**config.mk**
```make
export PLATFORM = sky130hd
export DESIGN_NAME = parity_frame_gen
export DESIGN_NICKNAME = d
export VERILOG_FILES = /design/src/rtl/parity_frame_gen.sv
export SDC_FILE = /design/constraint.sdc
export NUM_CORES = 1
export LEC_CHECK = 0
export ABC_AREA = 1
export CAP_MARGIN = 5
export CORE_MARGIN = 1.5
export CORE_UTILIZATION = 38
export CTS_CLUSTER_SIZE = 30
export DETAILED_ROUTE_END_ITERATION = 10
export PLACE_DENSITY = 0.65
export SLEW_MARGIN = 25
export SYNTH_ARGS = -nofsm -noshare
export SYNTH_HDL_FRONTEND = slang
export SYNTH_SLANG_ARGS = --single-unit
```
**constraint.sdc**
```tcl
create_clock -name clk -period 1.8 [get_ports clk]
set_clock_uncertainty 0.1 [all_clocks]
set_input_delay 0.36 -clock clk [delete_from_list [all_inputs] [get_ports clk]]
set_output_delay 0.36 -clock clk [all_outputs]
set_load 0.02 [all_outputs]
```
**src/rtl/parity_frame_gen.sv**
```systemverilog
// ---------------------------------------------------------------------------
// parity_frame_gen
//
// Streaming parity generator for framed data. This block sits between a
// framed data source and a serial/link transmitter.
//
// Each accepted WIDTH-bit word goes out one cycle later with a parity bit in
// the MSB. The frame's parity mode (even or odd) is taken from odd_mode on the
// frame's first accepted word and then held until the frame ends. After the
// last word of a frame, the block sends one trailer beat. The trailer carries
// the frame's LRC (the XOR of all words) with its own parity bit on top.
//
// Ports:
//   clk          in   rising-edge clock
//   rst_n        in   synchronous active-low reset
//   odd_mode     in   0 = even parity, 1 = odd parity (sampled on first beat)
//   s_valid      in   input word valid
//   s_ready      out  block can accept an input word
//   s_data       in   [WIDTH-1:0] input word
//   s_last       in   input word ends the frame
//   m_valid      out  output beat valid
//   m_ready      in   downstream accepts the output beat
//   m_data       out  [WIDTH:0] {parity_bit, word}
//   m_trailer    out  current output beat is the LRC trailer
//   m_last       out  frame end, only on trailer beats
//   frame_count  out  [CNT_W-1:0] trailers accepted downstream, wraps
// ---------------------------------------------------------------------------
module parity_frame_gen #(
  parameter int WIDTH = 8,
  parameter int CNT_W = 16
) (
  input  logic             clk,
  input  logic             rst_n,
  input  logic             odd_mode,
  input  logic             s_valid,
  output logic             s_ready,
  input  logic [WIDTH-1:0] s_data,
  input  logic             s_last,
  output logic             m_valid,
  input  logic             m_ready,
  output logic [WIDTH:0]   m_data,
  output logic             m_trailer,
  output logic             m_last,
  output logic [CNT_W-1:0] frame_count
);

  typedef enum logic {
    ST_DATA  = 1'b0,
    ST_TRAIL = 1'b1
  } state_t;

  state_t             state_q, state_d;
  logic [WIDTH-1:0]   lrc_q, lrc_d;
  logic               first_beat_q, first_beat_d;
  logic               mode_q, mode_d;
  logic               m_valid_q, m_valid_d;
  logic [WIDTH:0]     m_data_q, m_data_d;
  logic               m_trailer_q, m_trailer_d;
  logic               m_last_q, m_last_d;
  logic [CNT_W-1:0]   frame_count_q, frame_count_d;

  logic               out_free;
  logic               accept;
  logic               beat_mode;

  // The single output register can take a new beat when it is empty or when
  // its current beat leaves in this same cycle.
  assign out_free  = !m_valid_q || m_ready;
  assign s_ready   = (state_q == ST_DATA) && out_free;
  assign accept    = s_valid && s_ready;

  // On the first word of a frame, mode_q still holds the previous frame's
  // mode. That word therefore uses the live odd_mode input instead.
  assign beat_mode = first_beat_q ? odd_mode : mode_q;

  // Next-state logic for the frame FSM, the LRC accumulator, the output
  // register and the frame counter. Every value defaults to "hold".
  always_comb begin
    state_d       = state_q;
    lrc_d         = lrc_q;
    first_beat_d  = first_beat_q;
    mode_d        = mode_q;
    m_valid_d     = m_valid_q;
    m_data_d      = m_data_q;
    m_trailer_d   = m_trailer_q;
    m_last_d      = m_last_q;
    frame_count_d = frame_count_q;

    // The current beat is consumed. If nothing is loaded below, the output
    // register becomes empty.
    if (m_valid_q && m_ready) begin
      m_valid_d = 1'b0;
      if (m_trailer_q) begin
        frame_count_d = frame_count_q + CNT_W'(1);
      end
    end

    case (state_q)
      ST_DATA: begin
        if (accept) begin
          m_valid_d    = 1'b1;
          m_data_d     = {(^s_data) ^ beat_mode, s_data};
          m_trailer_d  = 1'b0;
          m_last_d     = 1'b0;
          lrc_d        = lrc_q ^ s_data;
          first_beat_d = 1'b0;
          if (first_beat_q) begin
            mode_d = odd_mode;
          end
          if (s_last) begin
            state_d = ST_TRAIL;
          end
        end
      end

      ST_TRAIL: begin
        // lrc_q already includes the last word, because that word was
        // folded in when it was accepted.
        if (out_free) begin
          m_valid_d    = 1'b1;
          m_data_d     = {(^lrc_q) ^ mode_q, lrc_q};
          m_trailer_d  = 1'b1;
          m_last_d     = 1'b1;
          lrc_d        = '0;
          first_beat_d = 1'b1;
          state_d      = ST_DATA;
        end
      end

      default: begin
        state_d = ST_DATA;
      end
    endcase
  end

  // State register. Synchronous reset discards any partial frame and
  // empties the output register.
  always_ff @(posedge clk) begin
    if (!rst_n) begin
      state_q       <= ST_DATA;
      lrc_q         <= '0;
      first_beat_q  <= 1'b1;
      mode_q        <= 1'b0;
      m_valid_q     <= 1'b0;
      m_data_q      <= '0;
      m_trailer_q   <= 1'b0;
      m_last_q      <= 1'b0;
      frame_count_q <= '0;
    end else begin
      state_q       <= state_d;
      lrc_q         <= lrc_d;
      first_beat_q  <= first_beat_d;
      mode_q        <= mode_d;
      m_valid_q     <= m_valid_d;
      m_data_q      <= m_data_d;
      m_trailer_q   <= m_trailer_d;
      m_last_q      <= m_last_d;
      frame_count_q <= frame_count_d;
    end
  end

  assign m_valid     = m_valid_q;
  assign m_data      = m_data_q;
  assign m_trailer   = m_trailer_q;
  assign m_last      = m_last_q;
  assign frame_count = frame_count_q;

endmodule

```
* After elaboration in Yosys (flattened, before gate mapping)
Index checks and enable logic that the tools add are counted. W data, S select, Z words.
Word-level totals: input port bits 14, register bits 38, logic and storage cells 43, output and inout port bits 29
Cells by class: mux-type cells 18, reductions and logical operators 10, eq/ne operators 2, bitwise logic cells 4, $add $sub $neg 1
Operators by type and width (number):
- $mux W9 | 2
- $pmux W9 S2 | 1
- $add A16 B1 Y16 const B | 1
- $mux W8 | 2
- $pmux W8 S2 | 1
- $reduce_xor A8 Y1 | 2
- $mux W1 | 9
- $xor A8 B8 Y8 | 1
- $pmux W1 S2 | 3
- $reduce_and A2 Y1 | 3
- $logic_and A1 B1 Y1 | 3
- $ne A2 B1 Y1 const B | 1
- $ne A2 B2 Y1 const B | 1
- $xor A1 B1 Y1 | 2
- $logic_not A1 Y1 | 1
- $logic_or A1 B1 Y1 | 1
- $not A1 Y1 | 1

* Logic depth before layout (Yosys ltp)
Gate-level depths: netlist of the first run.
depth in word-level cells 6, gate-level depth with buffers 12, gate-level depth less buffers 12

* Worst setup path before layout of the first run
Ideal clock, no wire load.
path kind reg-to-reg, start point register frame_count_q[0] (netlist: frame_count[0]), end point register frame_count_q[14] (netlist: frame_count[14]), setup slack 0.209 ns, library setup time 0.132 ns, clock period less this slack 1.591 ns, path buffers 0, data arrival time 1.359 ns, data required time 1.568 ns, stages on the path, launching flop included 11, cell sequence dfxtp_1 -> ha_1 -> nand2_1 -> nor2_1 -> nand3_1 -> nor2_1 -> nand3_1 -> clkinv_1 -> nand2_1 -> nor2_1 -> nor3_1
On the way: word-level cells in the longest chain between the ends 1
Ends and longest elaborated chain:
- start, declared | line 60 | logic [CNT_W-1:0] frame_count_q, frame_count_d;
- start signal, assigned | line 158 | frame_count_q <= frame_count_d;
- $add A16 B1 Y16 | line 94 | frame_count_d = frame_count_q + CNT_W'(1);
No other way between the ends. A chain may end at the register's enable or synchronous reset.

* Worst setup path after layout of the first run
start point register frame_count_q[7] (netlist: frame_count[7]), end point output frame_count[7]
RTL lines:
- end, declared | line 44 | output logic [CNT_W-1:0] frame_count
No word-level cell between the ends.

==> results.sh, run 1 <==
export IMPL_netlist_area_sq_mm=0.002041
export IMPL_grt_max_degree=13
export IMPL_synth_top_family_by_area="simple AND/OR/NAND/NOR gates"
export IMPL_yosys_top_cells_count="nand2_1, inv_1, dfxtp_1, a21oi_1, nor2_1"
export IMPL_reg2regPathDepth=10
export IMPL_die_w_um=76.28
export IMPL_syn_nets=301
export IMPL_grt_setup_unrepaired="yes"
export IMPL_worstPathRequired_ns=1.34
export IMPL_clock_latency_ns=0.28
export IMPL_synth_seq_cells=38
export IMPL_row_count=26
export IMPL_yosysTopAreaCellShare=0.3728
export IMPL_cts_path_max_buffers=2
export IMPL_power_w=0.001893
export IMPL_post_route_min_period_ns=1.728
export IMPL_cts_tree="yes"
export IMPL_coreArea_sq_mm=0.005140
export IMPL_worstSetupPathType="register to output port"
export IMPL_htree_levels=2
export IMPL_synth_edff_count=0
export IMPL_path_depth=1
export IMPL_dp_hpwl_um=3552
export IMPL_clock_sinks=38
export IMPL_slew_headroom=0.8265
export IMPL_die_h_um=76.28
export IMPL_synth_fa_ha_area_frac=0.006131
export IMPL_ant_nets=0
export IMPL_dp_cells=422
export IMPL_initial_utilization=0.3970
export IMPL_cpPeakStageDelay_ns=0.62
export IMPL_p_sw_frac=0.2872
export IMPL_critPathMaxFanout=4
export IMPL_slew_violations=0
export IMPL_power_leakage_nw=1.412
export IMPL_area_growth_pct=38.63
export IMPL_port_buffers=42
export IMPL_layout_worst_path_cycle_share=0.9598
export IMPL_yosysMostFrequentCell="nand2_1"
export IMPL_vias=1956
export IMPL_die_area_sq_mm=0.005819
export IMPL_crit_arrival_ns=1.27
export IMPL_yosysWarnings=0
export IMPL_synthMuxAreaShare=0
export IMPL_drt_pass1_iterations=4
export IMPL_synthDistinctLibCells=33
export IMPL_critPathSlowestCell="clkdlybuf4s50_1"
export IMPL_syn_instance_count=286
export IMPL_synth_compound_area_frac=0.1674
export IMPL_synth_flop_cell="dfxtp_1"
export IMPL_wl_per_cell_um=10.62
export IMPL_reg2reg_slack_ns=0.19
export IMPL_ys_seq_area_frac=0.3728
export IMPL_grt_pass1_wl_um=7762
export IMPL_hold_path_class="register to register"
export IMPL_layout_cells_non_filler=430
export IMPL_grt_antenna_before_repair=0
export IMPL_finalSetupTns_ns=0
export IMPL_grt_pass1_vias=1696
export IMPL_avgSynthCellArea_sq_um=7.135
export IMPL_grt_remaining_overflow=0
export IMPL_r2r_start="frame_count[1]$_SDFFE_PN0P_"
export IMPL_synth_simple_area_share=0.2968
export IMPL_pin_count=43
export IMPL_synth_area_top_cells="dfxtp_1, nand2_1, inv_1"
export IMPL_fin_nets=375
export IMPL_drive_above_1_share=0.1889
export IMPL_switching_power_w=0.0005438
export IMPL_power_density_mw_per_mm2=669.3
export IMPL_max_clock_freq_ghz=0.5788
export IMPL_cp_buffers_inverters=1
export IMPL_antennaDiodeCount=0
export IMPL_grt_total_usage=0.1649
export IMPL_setup_viol=0
export IMPL_cts_root_buf="clkbuf_8"
export IMPL_synthArstFlopShare=0
export IMPL_max_vdd_ir_drop_uv=273.4
export IMPL_cp_cell_sequence="clkdlybuf4s50_1"
export IMPL_pwr_share_seq=0.486
export IMPL_max_slew_worst_pin_slew_ns=0.2582
export IMPL_startpoint_type="register"
export IMPL_status="finished, final reports clean"
export IMPL_drv_cap=0
export IMPL_routabilityCongestion=0.8671
export IMPL_synth_xor_area_frac=0.03433
export IMPL_comb_power_share=0.227
export IMPL_hold_violations=0
export IMPL_critPathLaunch="frame_count[7]$_SDFFE_PN0P_"
export IMPL_r2r_end="frame_count[14]$_SDFFE_PN0P_"
export IMPL_cts_buffers=5
export IMPL_path_clk_slew_ns=0.07
export IMPL_crit_end="frame_count[7]"
export IMPL_synth_largest_area_cell="dfxtp_1"
export IMPL_vias_per_cell=4.549
export IMPL_cpLargestDelayFamily="buffers and inverters"
export IMPL_internal_power_w=0.001350
export IMPL_totalWireLength_um=4566
export IMPL_p_clk_frac=0.287
export IMPL_drc=0
export IMPL_critPathCaptureType="output port"
export IMPL_drtIter0Drc=61
kinds of logic after synthesis:
family          after synthesis
compound gates               58
xor+xnor                      8
fa+ha+maj                     1
buf+inv                      53
flops                        38
simple gates                128
power groups by stage:
stage | clock, W | combinational [W] | sequential, W
after detailed placement | 0 | 0.000436 | 0.000939
final | 0.000543 | 0.000431 | 0.000920
after floorplan | 0 | 0.000246 | 0.000961
after CTS | 0.000561 | 0.000434 | 0.000920
after global placement | 0 | 0.000429 | 0.000938
after global routing | 0.000607 | 0.000476 | 0.000926
worst min path at each step:
stage	to	slack (ns)	startpoint	depth (start not counted)
finish	m_data[7]$_SDFFE_PN0P_	0.37	m_data[7]$_SDFFE_PN0P_	2
detailed placement	m_data[7]$_SDFFE_PN0P_	0.36	m_data[7]$_SDFFE_PN0P_	2
CTS	m_data[4]$_SDFFE_PN0P_	0.37	m_data[4]$_SDFFE_PN0P_	2
floorplan	lrc_q[5]$_SDFFE_PN0P_	0.35	lrc_q[5]$_SDFFE_PN0P_	1
global route	m_data[7]$_SDFFE_PN0P_	0.39	m_data[7]$_SDFFE_PN0P_	2
global placement	m_data[7]$_SDFFE_PN0P_	0.36	m_data[7]$_SDFFE_PN0P_	2
flip-flops by register name, summed over array words and instances, names as in the netlist:
signal	count
m_last	1
frame_count	16
lrc_q	8
m_data	9
mode_q	1
m_valid	1
first_beat_q	1
state_q	1
layout by cell type, fill, tap and decap left out, types with 5 or more instances in the layout:
cell / n
a21oi_1: 20
a31oi_1: 10
buf_4: 31
clkbuf_8: 5
clkdlybuf4s50_1: 29
dfxtp_1: 37
dlymetal6s2s_1: 9
inv_1: 40
nand2_1: 73
nand3_1: 12
nor2_1: 18
nor2_2: 6
nor3_1: 6
o21a_1: 5
o21ai_0: 12
xnor2_1: 5
through the flow:
| step | instance area, sq um | util | setup WS, ns | hold WS, ns |
|---|---|---|---|---|
| 2_1_floorplan | 2041 | - | 0.2089 | 0.3520 |
| 3_3_place_gp | 2715 | 0.5282 | -0.3221 | 0.3557 |
| 3_5_place_dp | 2715 | 0.5282 | -0.3502 | 0.3607 |
| 4_1_cts | 2783 | 0.5414 | 0.002254 | 0.3716 |
| 5_1_grt | 2829 | 0.5504 | -0.001359 | 0.3941 |
| 6_report | 2829 | 0.5504 | 0.07228 | 0.3691 |
per-layer routing:
| metal | track usage | vias to the layer above | part of all wire |
|---|---|---|---|
| li1 | - | 1056 | - |
| met1 | 0.2037 | 847 | 0.47 |
| met2 | 0.2821 | 44 | 0.47 |
| met3 | 0.03593 | 9 | 0.046 |
| met4 | 0.05741 | 0 | 0.016 |
| met5 | 0 | - | 0 |
repair_timing:
item	in CTS	in global routing
setup endpoints to repair	4	17
pin swaps	0	2
buffers inserted	0	1
hold buffers	0	0
gates resized for setup	7	18
cell type report:
type | instances | area [sq um]
clock buffer | 7 | 76.32
fill | 537 | 2311
inverter | 47 | 193.9
multi-input combinational | 195 | 1042
sequential | 38 | 762.0
tap | 70 | 87.58
timing repair buffer | 73 | 666.9
worst register-to-register path: stages, from the launching register on:
cell and delay (ns):
dfxtp_1 0.38, ha_1 0.19, nand2_1 0.06, nor2_1 0.12, nand3_2 0.11, nor2_2 0.16
nand3_2 0.10, inv_2 0.10, nand2_1 0.05, nor2_1 0.08, nor3_1 0.05
(Power assumes the default switching activity.)
==> inputs of run 2 (changes only) <==
Settings changed: SLEW_MARGIN 25 to 20.
==> results of run 2 <==
No change in the layout: final DEF, timing and power equal those of run 1.
